File: src/rtl/seg_scan_if.sv
`default_nettype none
// ============================================================================
// Module   : seg_scan_if
// Brief    : BCD digit inputs, display controls and multiplexed display outputs
// Revision : 1.0
// ============================================================================
interface seg_scan_if;
    logic [3:0] sec1;
    logic [3:0] sec_10;
    logic [3:0] min1;
    logic [3:0] min_10;
    logic [3:0] hour1;
    logic [3:0] hour_10;
    logic [5:0] blink_mask;
    logic       lz_blank;
    logic [5:0] dig_sel;
    logic [6:0] seg;
    logic       dp;
    logic       frame_tick;

    modport master (
        output sec1, sec_10, min1, min_10, hour1, hour_10, blink_mask, lz_blank,
        input  dig_sel, seg, dp, frame_tick
    );

    modport slave (
        input  sec1, sec_10, min1, min_10, hour1, hour_10, blink_mask, lz_blank,
        output dig_sel, seg, dp, frame_tick
    );
endinterface
`default_nettype wire

File: src/rtl/seg_scan.sv
`default_nettype none
// ============================================================================
// Module   : seg_scan
// Brief    : Six-digit multiplexed 7-segment scanner with frame-latched digits
// Revision : 1.0
// ============================================================================
module seg_scan #(
    parameter int SCAN_DIV     = 50000,
    parameter int BLANK_CYC    = 16,
    parameter int BLINK_FRAMES = 100
) (
    input  logic         clk,
    input  logic         rst_n,
    seg_scan_if.slave    bus
);
    localparam int         PW     = $clog2(SCAN_DIV);
    localparam int         FW     = (BLINK_FRAMES > 1) ? $clog2(BLINK_FRAMES) : 1;
    localparam logic [PW-1:0] P_LAST = PW'(SCAN_DIV - 1);
    localparam logic [PW-1:0] P_BLNK = PW'(BLANK_CYC);
    localparam logic [FW-1:0] F_LAST = FW'(BLINK_FRAMES - 1);
    localparam logic [2:0]    I_LAST = 3'd5;

    logic [PW-1:0]     pcnt_q, pcnt_d;
    logic [2:0]        idx_q, idx_d;
    logic [FW-1:0]     fcnt_q, fcnt_d;
    logic              blink_q, blink_d;
    logic [5:0][3:0]   shadow_q, shadow_d;
    logic [5:0]        dig_sel_q, dig_sel_d;
    logic [6:0]        seg_q, seg_d;
    logic              dp_q, dp_d;
    logic              tick_q, tick_d;
    logic              w_blank;

    function automatic logic [6:0] decode(input logic [3:0] d);
        case (d)
            4'd0:    decode = 7'b1000000;
            4'd1:    decode = 7'b1111001;
            4'd2:    decode = 7'b0100100;
            4'd3:    decode = 7'b0110000;
            4'd4:    decode = 7'b0011001;
            4'd5:    decode = 7'b0010010;
            4'd6:    decode = 7'b0000010;
            4'd7:    decode = 7'b1111000;
            4'd8:    decode = 7'b0000000;
            4'd9:    decode = 7'b0010000;
            default: decode = 7'b1111111;
        endcase
    endfunction

    always_comb begin
        pcnt_d   = pcnt_q + 1'b1;
        idx_d    = idx_q;
        fcnt_d   = fcnt_q;
        blink_d  = blink_q;
        shadow_d = shadow_q;
        tick_d   = 1'b0;

        if (pcnt_q == P_LAST) begin
            pcnt_d = '0;
            idx_d  = (idx_q == I_LAST) ? 3'd0 : idx_q + 3'd1;
            // Frame wrap: latch all digits at once so a frame never mixes old and new time
            if (idx_q == I_LAST) begin
                shadow_d = {bus.hour_10, bus.hour1, bus.min_10, bus.min1, bus.sec_10, bus.sec1};
                tick_d   = 1'b1;
                if (fcnt_q == F_LAST) begin
                    fcnt_d  = '0;
                    blink_d = ~blink_q;
                end else begin
                    fcnt_d = fcnt_q + 1'b1;
                end
            end
        end

        w_blank   = (bus.blink_mask[idx_q] & blink_q) |
                    ((idx_q == I_LAST) & bus.lz_blank & (shadow_q[5] == 4'd0));
        seg_d     = w_blank ? 7'b1111111 : decode(shadow_q[idx_q]);
        dp_d      = ~(((idx_q == 3'd2) || (idx_q == 3'd4)) && !blink_q);
        dig_sel_d = (pcnt_q < P_BLNK) ? 6'b111111 : ~(6'b000001 << idx_q);
    end

    always_ff @(posedge clk or negedge rst_n) begin
        if (!rst_n) begin
            pcnt_q    <= '0;
            idx_q     <= '0;
            fcnt_q    <= '0;
            blink_q   <= 1'b0;
            shadow_q  <= '0;
            dig_sel_q <= 6'b111111;
            seg_q     <= 7'b1111111;
            dp_q      <= 1'b1;
            tick_q    <= 1'b0;
        end else begin
            pcnt_q    <= pcnt_d;
            idx_q     <= idx_d;
            fcnt_q    <= fcnt_d;
            blink_q   <= blink_d;
            shadow_q  <= shadow_d;
            dig_sel_q <= dig_sel_d;
            seg_q     <= seg_d;
            dp_q      <= dp_d;
            tick_q    <= tick_d;
        end
    end

    assign bus.dig_sel    = dig_sel_q;
    assign bus.seg        = seg_q;
    assign bus.dp         = dp_q;
    assign bus.frame_tick = tick_q;
endmodule
`default_nettype wire

File: src/flat_wrapper.sv
// flat-port wrapper written by rule: the top's interface ports become plain ports
module seg_scan_flat 
#(
    parameter int SCAN_DIV     = 50000,
    parameter int BLANK_CYC    = 16,
    parameter int BLINK_FRAMES = 100
)
  (clk, rst_n, bus_sec1, bus_sec_10, bus_min1, bus_min_10, bus_hour1, bus_hour_10, bus_blink_mask, bus_lz_blank, bus_dig_sel, bus_seg, bus_dp, bus_frame_tick);
  seg_scan_if bus_i ();
  input  logic clk;
  input  logic rst_n;
  input wire logic [$bits(bus_i.sec1)-1:0] bus_sec1;
  input wire logic [$bits(bus_i.sec_10)-1:0] bus_sec_10;
  input wire logic [$bits(bus_i.min1)-1:0] bus_min1;
  input wire logic [$bits(bus_i.min_10)-1:0] bus_min_10;
  input wire logic [$bits(bus_i.hour1)-1:0] bus_hour1;
  input wire logic [$bits(bus_i.hour_10)-1:0] bus_hour_10;
  input wire logic [$bits(bus_i.blink_mask)-1:0] bus_blink_mask;
  input wire logic [$bits(bus_i.lz_blank)-1:0] bus_lz_blank;
  output wire logic [$bits(bus_i.dig_sel)-1:0] bus_dig_sel;
  output wire logic [$bits(bus_i.seg)-1:0] bus_seg;
  output wire logic [$bits(bus_i.dp)-1:0] bus_dp;
  output wire logic [$bits(bus_i.frame_tick)-1:0] bus_frame_tick;
  assign bus_i.sec1 = bus_sec1;
  assign bus_i.sec_10 = bus_sec_10;
  assign bus_i.min1 = bus_min1;
  assign bus_i.min_10 = bus_min_10;
  assign bus_i.hour1 = bus_hour1;
  assign bus_i.hour_10 = bus_hour_10;
  assign bus_i.blink_mask = bus_blink_mask;
  assign bus_i.lz_blank = bus_lz_blank;
  assign bus_dig_sel = bus_i.dig_sel;
  assign bus_seg = bus_i.seg;
  assign bus_dp = bus_i.dp;
  assign bus_frame_tick = bus_i.frame_tick;
  seg_scan #(.SCAN_DIV(SCAN_DIV), .BLANK_CYC(BLANK_CYC), .BLINK_FRAMES(BLINK_FRAMES)) u_core (.clk(clk), .rst_n(rst_n), .bus(bus_i));
endmodule
File: config.mk
export PLATFORM = sky130hd
export DESIGN_NAME = seg_scan_flat
export DESIGN_NICKNAME = d
export VERILOG_FILES = /design/src/rtl/seg_scan_if.sv /design/src/rtl/seg_scan.sv /design/src/flat_wrapper.sv
export SDC_FILE = /design/constraint.sdc
export NUM_CORES = 1
export LEC_CHECK = 0
export ABC_AREA = 1
export BUFFER_PORTS_ARGS = -buffer_cell sky130_fd_sc_hd__buf_2
export CAP_MARGIN = 10
export CORE_ASPECT_RATIO = 0.75
export CORE_MARGIN = 2
export CORE_UTILIZATION = 52
export DETAILED_ROUTE_END_ITERATION = 8
export GPL_TIMING_DRIVEN = 0
export HOLD_SLACK_MARGIN = 0.08
export PLACE_DENSITY = 0.88
export SLEW_MARGIN = 10
export SYNTH_ARGS = -nofsm -noshare
export SYNTH_HDL_FRONTEND = slang
export SYNTH_SLANG_ARGS = --single-unit
export TNS_END_PERCENT = 30
File: constraint.sdc
create_clock -name clk -period 1.6 [get_ports clk]
set_input_delay 0.16 -clock clk [delete_from_list [all_inputs] [get_ports clk]]
set_output_delay 0.16 -clock clk [all_outputs]
set_load 0.005 [all_outputs]
## Word level (Yosys, flattened, before mapping)

Memory sizes are Yosys's and may differ from the RTL's.
Index checks and enable logic that the tools add are counted.

| cells by class | value |
|---|---|
| add/sub/neg operators | 3 |
| multipliers | 0 |
| div/mod/pow operators | 0 |
| magnitude comparators | 2 |
| eq/ne operators | 5 |
| shift operators | 1 |
| mux-type cells | 11 |
| bitwise gates (word level) | 7 |
| reductions and logical operators | 6 |

Operators by type and width:

| operator | count |
|---|---|
| adder 16 x 1 -> 16 bit (second input constant) | 1 |
| equality test 16 bit (second input constant) | 1 |
| < comparator 16 x 5 -> 1 bit (second input constant) | 1 |
| 2-to-1 mux 16 bit | 1 |
| 2-to-1 mux 7 bit | 2 |
| binary-select mux 4 bit (select 3 bit) | 1 |
| adder 7 x 1 -> 7 bit (second input constant) | 1 |
| equality test 7 bit (second input constant) | 1 |
| equality test 3 bit (second input constant) | 2 |
| 2-to-1 mux 6 bit | 1 |
| inverter 6 bit | 1 |
| left shift 1 x 3 -> 6 bit (first input constant) | 1 |
| logical NOT 4 bit | 1 |
| < comparator 3 x 4 -> 1 bit (second input constant) | 1 |
| 2-to-1 mux 4 bit | 1 |
| adder 3 x 1 -> 3 bit (second input constant) | 1 |
| AND 1 bit | 3 |
| binary-select mux 1 bit (select 3 bit) | 1 |
| equality test 3 x 2 -> 1 bit (second input constant) | 1 |
| 2-to-1 mux 1 bit | 3 |
| 2-to-1 mux 3 bit | 1 |
| AND reduction 3 bit | 1 |
| inverter 1 bit | 2 |
| AND reduction 2 bit | 1 |
| 4 further kinds | 4 |

| storage, ports and cells | value |
|---|---|
| bits in registers | 66 |
| bits in latches | 0 |
| memory bits (writable) | 0 |
| bits in read-only memories | 112 |
| input port bits | 33 |
| output and inout port bits | 15 |
| memories | 1 |

Memory list:

| memory | words | bits a word | rd ports | clocked after Yosys merged registers in | wr ports | line | RTL |
|---|---|---|---|---|---|---|---|
| (name not given) | 16 | 7 | 1 | 0 | 0 | seg_scan.sv:35 | `case (d)` |

## Logic depth before layout (Yosys ltp)

Gate-level depths: netlist (run 1).

| depth | value |
|---|---|
| depth in word-level cells | 5 |
| depth in mapped cells | 15 |

## Least setup slack after synthesis (run 1)

OpenSTA, ideal clock, no wires.

| timing path | value |
|---|---|
| path kind | register to register |
| start point | register u_core.idx_q[1] |
| end point | register u_core.seg_q[0] (netlist: u_core.bus.seg[0]) |
| data arrival time | 1.671 ns |
| setup slack | -0.157 ns |
| cell stages (with the launch flop) | 14 |
| buffers on the path | 1 |
| clock period less this slack | 1.757 ns |
| cells stage by stage | dfrtp_1 buf_6 nor2_1 nand2_1 inv_2 nand2_1 nand2_1 inv_1 nand2_1 inv_1 ha_1 nand3b_1 nand3_1 nand3_1 |

| on the way | value |
|---|---|
| longest elaborated chain between the ends | 5 |
| elaborated cells on any way between the ends | 11 |
| classes of those cells | eq/ne (1); mux (5); bitwise (4); memory (1) |

RTL lines:

| what | line | RTL |
|---|---|---|
| from (decl) | seg_scan.sv:24 | `logic [2:0] idx_q, idx_d;` |
| from (signal assigned) | seg_scan.sv:94 | `idx_q <= idx_d;` |
| branches (longest 4 deep; another with memory (16 x 7 bit)) | -- |  |
| 2-to-1 mux 7 bit * | seg_scan.sv:76 | `seg_d = w_blank ? 7'b1111111 : decode(shadow_q[idx_q]);` |
| via u_core.seg_d[0] | seg_scan.sv:29 | `logic [6:0] seg_q, seg_d;` |
| to (signal assigned) | seg_scan.sv:99 | `seg_q <= seg_d;` |
| to (decl) | seg_scan.sv:29 |  |

Mark *: on every way through the listed nets, which the timed path passes. The select of a mux whose other input is x is not followed.
A chain may end at the register's enable or synchronous reset.

## Final worst setup path (run 1)

| timing path | value |
|---|---|
| start point | register u_core.idx_q[2] |
| end point | register u_core.seg_q[4] (netlist: u_core.bus.seg[4]) |

Same word-level chain as after synthesis.

==> results of run 1 <==
-- cell usage after synthesis, drive strengths merged, types with 2 or more instances --
| library cell | count | area (um^2) |
|---|---|---|
| nand2 | 170 | 663 |
| dfrtp | 52 | 1300 |
| inv | 42 | 160 |
| nor2 | 34 | 154 |
| nand3 | 26 | 130 |
| o21ai | 19 | 110 |
| dfstp | 14 | 368 |
| xor2 | 10 | 87.6 |
| a21oi | 9 | 48.8 |
| buf | 9 | 95.1 |
| ha | 8 | 100 |
| nor3 | 8 | 40.0 |
| nand4 | 5 | 31.3 |
| xnor2 | 3 | 26.3 |
| clkinv | 2 | 8.75 |
| nor4 | 2 | 12.5 |
-- worst min-delay path by stage --
| stage | depth (start not counted) | to |
|---|---|---|
| after global placement | 3 | u_core.shadow_q[13]$_DFFE_PN0P_ |
| after detailed placement | 1 | u_core.pcnt_q[2]$_DFF_PN0_ |
| after floorplan | 0 | u_core.blink_q$_DFFE_PN0P_ |
| final | 5 | u_core.bus.seg[1]$_DFF_PN1_ |
| after global routing | 5 | u_core.bus.seg[1]$_DFF_PN1_ |
| after CTS | 5 | u_core.bus.seg[4]$_DFF_PN1_ |
-- per-stage QoR --
stage          area, um^2  hold WS [ps]  setup TNS, ps
2_1_floorplan        3400          -136           -126
3_3_place_gp         3730           360          -3040
3_5_place_dp         3740           306          -3930
4_1_cts              4340           208          -2740
5_1_grt              4520           299          -7060
6_report             4520           273          -4290
-- flip-flops by register name (all words and copies together), names as in the netlist --
register / flops
u_core.shadow_q: 24
u_core.bus.dig_sel: 6
u_core.bus.frame_tick: 1
u_core.idx_q: 3
u_core.bus.dp: 1
u_core.blink_q: 1
u_core.fcnt_q: 7
u_core.bus.seg: 7
u_core.pcnt_q: 16
-- area by class of cell --
type	instances	share of cell area, %
sequential	66	37.0
multi-input combinational	300	36.6
timing repair buffer	86	13.5
inverter	44	4.10
clock buffer	9	2.74
buffer	9	2.24
tap	81	2.24
clock inverter	7	1.55
-- metal layers --
| layer | GRT usage [%] | vias to the layer above | part of all wire, % | wire [um] |
|---|---|---|---|---|
| met5 | 0 | - | 0 | 0 |
| met4 | 11.0 | 0 | 3.6 | 312 |
| met3 | 5.99 | 38 | 7.7 | 677 |
| met2 | 38.3 | 180 | 46 | 4040 |
| met1 | 31.8 | 1466 | 43 | 3750 |
| li1 | - | 1507 | - | - |
-- worst max-delay path: cells and delay by family, from the launching register on --
kind / cells / cell delay [ps]
AO/OA/AOI/OAI: 2 / 220
AND/OR/NAND/NOR: 6 / 490
flip-flops: 1 / 480
adder cells (fa/ha/maj): 1 / 120
buffers and inverters: 4 / 480
-- power by group through the flow --
stage | Combinational [W] | Sequential, W | Clock, W
CTS | 0.000122 | 0.00167 | 0.00141
floorplan | 0.00000441 | 0.00170 | 0
finish | 0.000125 | 0.00167 | 0.00139
global placement | 0.0000742 | 0.00170 | 0
detailed placement | 0.0000759 | 0.00170 | 0
global route | 0.000138 | 0.00167 | 0.00147
-- cells by family after synthesis --
family / share of synthesized area (%)
buf+inv: 7.81
fa+ha+maj: 2.96
simple gates: 30.9
xor+xnor: 3.37
compound gates: 5.59
flops: 49.4
-- what timing repair did --
item | 4_1_cts | 5_1_grt
resized for setup | 28 | 36
hold buffers | 25 | 0
endpoints found under the hold margin | 76 | 0
pin swaps | 7 | 10
buffers inserted | 9 | 5
setup endpoints to repair | 36 | 42
==> results.md, run 1 <==
* Crit path to: u_core.bus.seg[4]$_DFF_PN1_
* Setup crit start: u_core.idx_q[2]$_DFFE_PN0N_
* Routed Antenna Nets at 0
* DIE WIDTH at 97.1 um
* Max cap viols at 0
* Final Core Density at 71.9%
* Most frequent cells in the layout: 147 x nand2_1, 50 x dfrtp_1, 46 x buf_2
* Ys async rst share at 100%
* Multi-input logic area at 1650 um^2
* DRT Wirelength at 8.78 mm
* Pre-CTS WS at -426 ps
* Number of vias per cell at 5.30
* Ys flop type: dfrtp_1
* Finished Layout Cells at ~600
* RePlAce Congestion at 0.888
* Final Hold Viols at 0
* Worst-path clk slew at 80 ps
* Vias at between 3k and 4k
* Die Ht at approximately 74 um
* Tot Pwr at 0.00318 W
* Comb pwr share at under 10%
* DRC violations left at 0
* Crit path DAT at 2140 ps
* Post-route setup slack at -259 ps
* Clk_skew at about 8.3 ps
* Die ar. at a little over 7000 um^2
* Worst min-delay path startpoint: bus_lz_blank
* Core outline area at roughly 6300 um^2
* Synthesized net count at 460
* Clock sink count at between 60 and 70
* Worst skew pair latency at 350 ps
* Maximum clock rate at ~0.54 GHz
* Final nets at around 560
* Hold WC Path Type: primary input to flip-flop
* Reg2reg path depth at 13
* Syn-to-layout area delta at 33.6%
* CP Launch Type: flip-flop
* Sequential fraction of the synthesis area at between 40% and 50%
* R2r setup slk at -260 ps
* Initial Util at between 50% and 60%
* Critical-path cell list: inv_4 -> nor2_4 -> buf_6 -> nand2_4 -> o21ai_4 -> a21oi_4 -> buf_6 -> ha_4 -> nand3_2 -> nand2_1 -> inv_1 -> nor2_1 -> nand2_1
* Root Driver: clkbuf_8
* Commonest non-fill, non-tap cell in the layout: nand2_1
* Reg-to-Reg End: u_core.bus.seg[4]$_DFF_PN1_
* CP peak stage delay at 480 ps
* Reg power frac at between 50% and 60%
* Worst Path Required at ~1900 ps
* Crit. End Element: flip-flop
* Post-DP HPWL at roughly 5.2 mm
* Int Pwr at 0.00245 W
* Initial DRT Pass Iterations at 5
* Initial antenna violation count at 0
* Filler cells at 415
* Slew @ Worst Pin at 809 ps
* Io pins at 48
* H-tree levels at 3
* GRT Overall Usage at 24.1%
* Yosys warning total at 0
* Reg2Reg Launch Point: u_core.idx_q[2]$_DFFE_PN0N_
* Initial drt markers at 151
* Crit path time final at ~1900 ps
* Max Slew Vio Count at 0
* RSZ-0062 raised after global routing: yes
* First-pass GRT wire length at 13.5 mm
* Synthesized flop and latch total at 66
* Outcome: finished with violations
* Failing checks: setup timing
* Cell Area, Synth at ~3400 um^2
* CP max FO at 9
* P_sw at approximately 0.00073 W
* Clock share of power at 43.6%
* N_diodes at 0
* GRT overflow at 0
* Storage element area at ~1700 um^2
* Clk buf depth at 2
* Netlist cell types at 34
* Sw Share at 22.9%
* Layout cell share with drive strength beyond 1 at approximately 31%
* Number of synthesized flops with an enable pin at 0
* # rows at 25
* Max-slew headroom at 46.1%
* Power Dens Cells at about 700 nW/um^2
* CTS tree: done
* Synthesized instance count at around 420
* Final worst-path cycle share at 116%
* Routed length per placed instance at ~15 um
* I/O Buffers at 47
* Placed cells at 547
* Pleak at ~2.2 nW
* Largest net degree at the start of global routing at between 60 and 70
* # setup viols final at 34
* VDD IR max at approximately 450 uV
* Slowest CP cell: dfrtp_2
* Total CTS buffers at 9
* WS Path Type: flip-flop to flip-flop
* Syn_area_per_cell at approximately 8.1 um^2
* Vias in the first global route at about 3k
Power figures use the tool's default switching activity.
==> run 2, diff against run 1 <==
--- a/config.mk
+++ b/config.mk
@@ -15,6 +15,7 @@
 export GPL_TIMING_DRIVEN = 0
 export HOLD_SLACK_MARGIN = 0.08
 export PLACE_DENSITY = 0.88
+export SETUP_SLACK_MARGIN = 0.05
 export SLEW_MARGIN = 10
 export SYNTH_ARGS = -nofsm -noshare
 export SYNTH_HDL_FRONTEND = slang
==> run 2 against run 1 <==
Effect of this change:
- the flow still finishes with violations (setup timing)
- sequential share of layout area is essentially flat
- sequential power is essentially flat
- clock-buffer cell count is the same
- combinational power is essentially flat
- clock power is essentially flat
- largest cell class unchanged
- largest power group unchanged
- highest routed layer unchanged
==> results.md, run 2 (synthesized netlist as in run 1, its figures left out) <==
* N_diodes at 0 (unchanged)
* Max Slew Vio Count at 0 (unchanged)
* WS Path Type: flip-flop to flip-flop (unchanged)
* Worst skew pair latency at 350 ps (about the same)
* First-pass GRT wire length at 13.5 mm (unchanged)
* CTS tree: done (unchanged)
* Slowest CP cell: dfrtp_2 (unchanged)
* VDD IR max at 452 uV (was 453 uV)
* Die ar. at 7170 um^2 (unchanged)
* DRT Wirelength at 8.76 mm (was 8.78 mm)
* Max reg flops at 24 (unchanged)
* Crit. End Element: flip-flop (unchanged)
* Critical-path cell list: buf_6 -> nand2_4 -> nor2_4 -> buf_6 -> nand2_4 -> o21ai_4 -> a21oi_4 -> inv_2 -> ha_4 -> nand3b_1 -> nand3_2 -> nand3_2 (was inv_4 -> nor2_4 -> buf_6 -> nand2_4 -> o21ai_4 -> a21oi_4 -> buf_6 -> ha_4 -> nand3_2 -> nand2_1 -> inv_1 -> nor2_1 -> nand2_1)
* Final worst-path cycle share at 116% (about the same)
* Io pins at 48 (unchanged)
* Reg2reg path depth at 12 (was 13)
* Pleak at 2.20 nW (about the same)
* CP peak stage delay at 470 ps (was 480 ps)
* Int Pwr at 0.00245 W (about the same)
* Max-slew headroom at 45.8% (was 46.1%)
* Critical path depth at 12 (was 13)
* Number of vias per cell at 5.26 (was 5.30)
* Failing checks: setup timing (unchanged)
* Layout cell share with drive strength beyond 1 at 31.3% (was 31.1%)
* RSZ-0062 raised after global routing: yes (unchanged)
* DRC violations left at 0 (unchanged)
* Die Ht at 73.8 um (unchanged)
* Post-DP HPWL at 5.25 mm (unchanged)
* Hold WC Path Type: primary input to flip-flop (unchanged)
* Total CTS buffers at 9 (unchanged)
* Max cap viols at 0 (unchanged)
* Core outline area at 6290 um^2 (unchanged)
* Initial antenna violation count at 0 (unchanged)
* CP max FO at 5 (was 9)
* Finished Layout Cells at 602 (unchanged)
* CP Launch Type: flip-flop (unchanged)
* Most frequent cells in the layout: 146 x nand2_1, 50 x dfrtp_1, 46 x buf_2 (was 147 x nand2_1, 50 x dfrtp_1, 46 x buf_2)
* Sw Share at 22.8% (was 22.9%)
* # setup viols final at 34 (unchanged)
* GRT Overall Usage at 24.1% (unchanged)
* Clk buf depth at 2 (unchanged)
* Root Driver: clkbuf_8 (unchanged)
* Crit path max-delay family: simple AND/OR/NAND/NOR gates (unchanged)
* Power Dens Cells at 703 nW/um^2 (was 704 nW/um^2)
* # rows at 25 (unchanged)
* P_sw at 0.000725 W (was 0.000729 W)
* Leading registers by flop count: u_core.shadow_q: 24 flops, u_core.pcnt_q: 16 flops (unchanged)
* Maximum clock rate at 0.539 GHz (was 0.538 GHz)
* Post-route setup slack at -257 ps (was -259 ps)
* Clk_skew at 7.65 ps (was 8.34 ps)
* Most flops, register: u_core.shadow_q (unchanged)
* Initial Util at 53.8% (unchanged)
* Placed cells at 547 (unchanged)
* Final Core Density at 71.9% (about the same)
* Final nets at 557 (unchanged)
* Initial drt markers at 195 (was 151)
* Commonest non-fill, non-tap cell in the layout: nand2_1 (unchanged)
* GRT overflow at 0 (unchanged)
* Outcome: finished with violations (unchanged)
* Largest net degree at the start of global routing at 67 (unchanged)
* Crit path DAT at 2130 ps (was 2140 ps)
* H-tree levels at 3 (unchanged)
* Syn-to-layout area delta at 33.7% (was 33.6%)
* Clock sink count at 66 (unchanged)
* Initial DRT Pass Iterations at 5 (unchanged)
* Slew @ Worst Pin at 813 ps (was 809 ps)
* Crit path time final at 1860 ps (about the same)
* Routed Antenna Nets at 0 (unchanged)
* RePlAce Congestion at 0.888 (unchanged)
* I/O Buffers at 47 (unchanged)
* Vias in the first global route at 2930 (was 2929)
* Clock share of power at 43.6% (about the same)
* Routed length per placed instance at 14.6 um (about the same)
* WP buf/inv at 3 (was 4)
* Vias at 3166 (was 3191)
* Reg power frac at 52.5% (was 52.4%)
* DIE WIDTH at 97.1 um (unchanged)
* Worst Path Required at 1870 ps (was 1890 ps)
* Comb pwr share at 3.9% (about the same)
* Hold path cells at 5 (unchanged)
* Worst-path clk slew at 80 ps (about the same)
* Final Hold Viols at 0 (unchanged)
[run 2: per-layer routing]
metal,up-vias,global-route usage [%],routed length (um)
li1,1512,-,-
met1,1449,31.8,3700
met2,170,38.3,4000
met3,35,5.99,751
met4,0,11.0,312
met5,-,0,0
[run 2: metrics by stage]
| stage | TNS, ps | cell area [um^2] | hold slack [ps] | setup slack, ps | power, W |
|---|---|---|---|---|---|
| after detailed placement | -3930 | 3740 | 306 | -426 | 0.00178 |
| final | -4300 | 4520 | 272 | -257 | 0.00318 |
| after global routing | -7050 | 4520 | 299 | -309 | 0.00327 |
| after CTS | -2740 | 4340 | 208 | -169 | 0.00320 |
| after global placement | -3040 | 3730 | 360 | -312 | 0.00177 |
| after floorplan | -126 | 3400 | -136 | -60.0 | 0.00170 |
[run 2: what timing repair did]
action                                  4_1_cts  5_1_grt
pin swaps                                     7       11
hold buffers                                 25        0
endpoints found under the setup margin       38       44
resized for setup                            28       37
hold endpoints to repair                     76        0
setup buffers                                 9        5
[run 2: worst paths after layout]
check / startpoint / to / slack [ps]
max: u_core.idx_q[0]$_DFFE_PN0N_ / u_core.bus.seg[0]$_DFF_PN1_ / -260
min: bus_lz_blank / u_core.bus.seg[1]$_DFF_PN1_ / 270
max reg2reg: u_core.idx_q[0]$_DFFE_PN0N_ / u_core.bus.seg[0]$_DFF_PN1_ / -260
min reg2reg: u_core.pcnt_q[0]$_DFF_PN0_ / u_core.pcnt_q[0]$_DFF_PN0_ / 460
max in group asynchronous: rst_n / u_core.idx_q[2]$_DFFE_PN0N_ / 590
min in group asynchronous: rst_n / u_core.pcnt_q[2]$_DFF_PN0_ / 450
[run 2: worst min-delay path: stages]
cell and delay (ps):
buf_2 100, nand4_1 110, nand2_2 80, inv_4 90, nand3_2 80
[run 2: cell type report]
type,count,area [um^2]
fill,413,1770
sequential,66,1670
multi-input combinational,300,1660
timing repair buffer,86,612
inverter,44,185
clock buffer,9,124
buffer,9,101
tap,81,101
clock inverter,7,70.1
[run 2: power groups by stage]
stage / Sequential, W / Combinational [W] / Clock (W)
2_1_floorplan: 0.00170 / 0.00000441 / 0
3_3_place_gp: 0.00170 / 0.0000742 / 0
3_5_place_dp: 0.00170 / 0.0000759 / 0
4_1_cts: 0.00167 / 0.000122 / 0.00141
5_1_grt: 0.00167 / 0.000138 / 0.00147
6_report: 0.00167 / 0.000125 / 0.00139
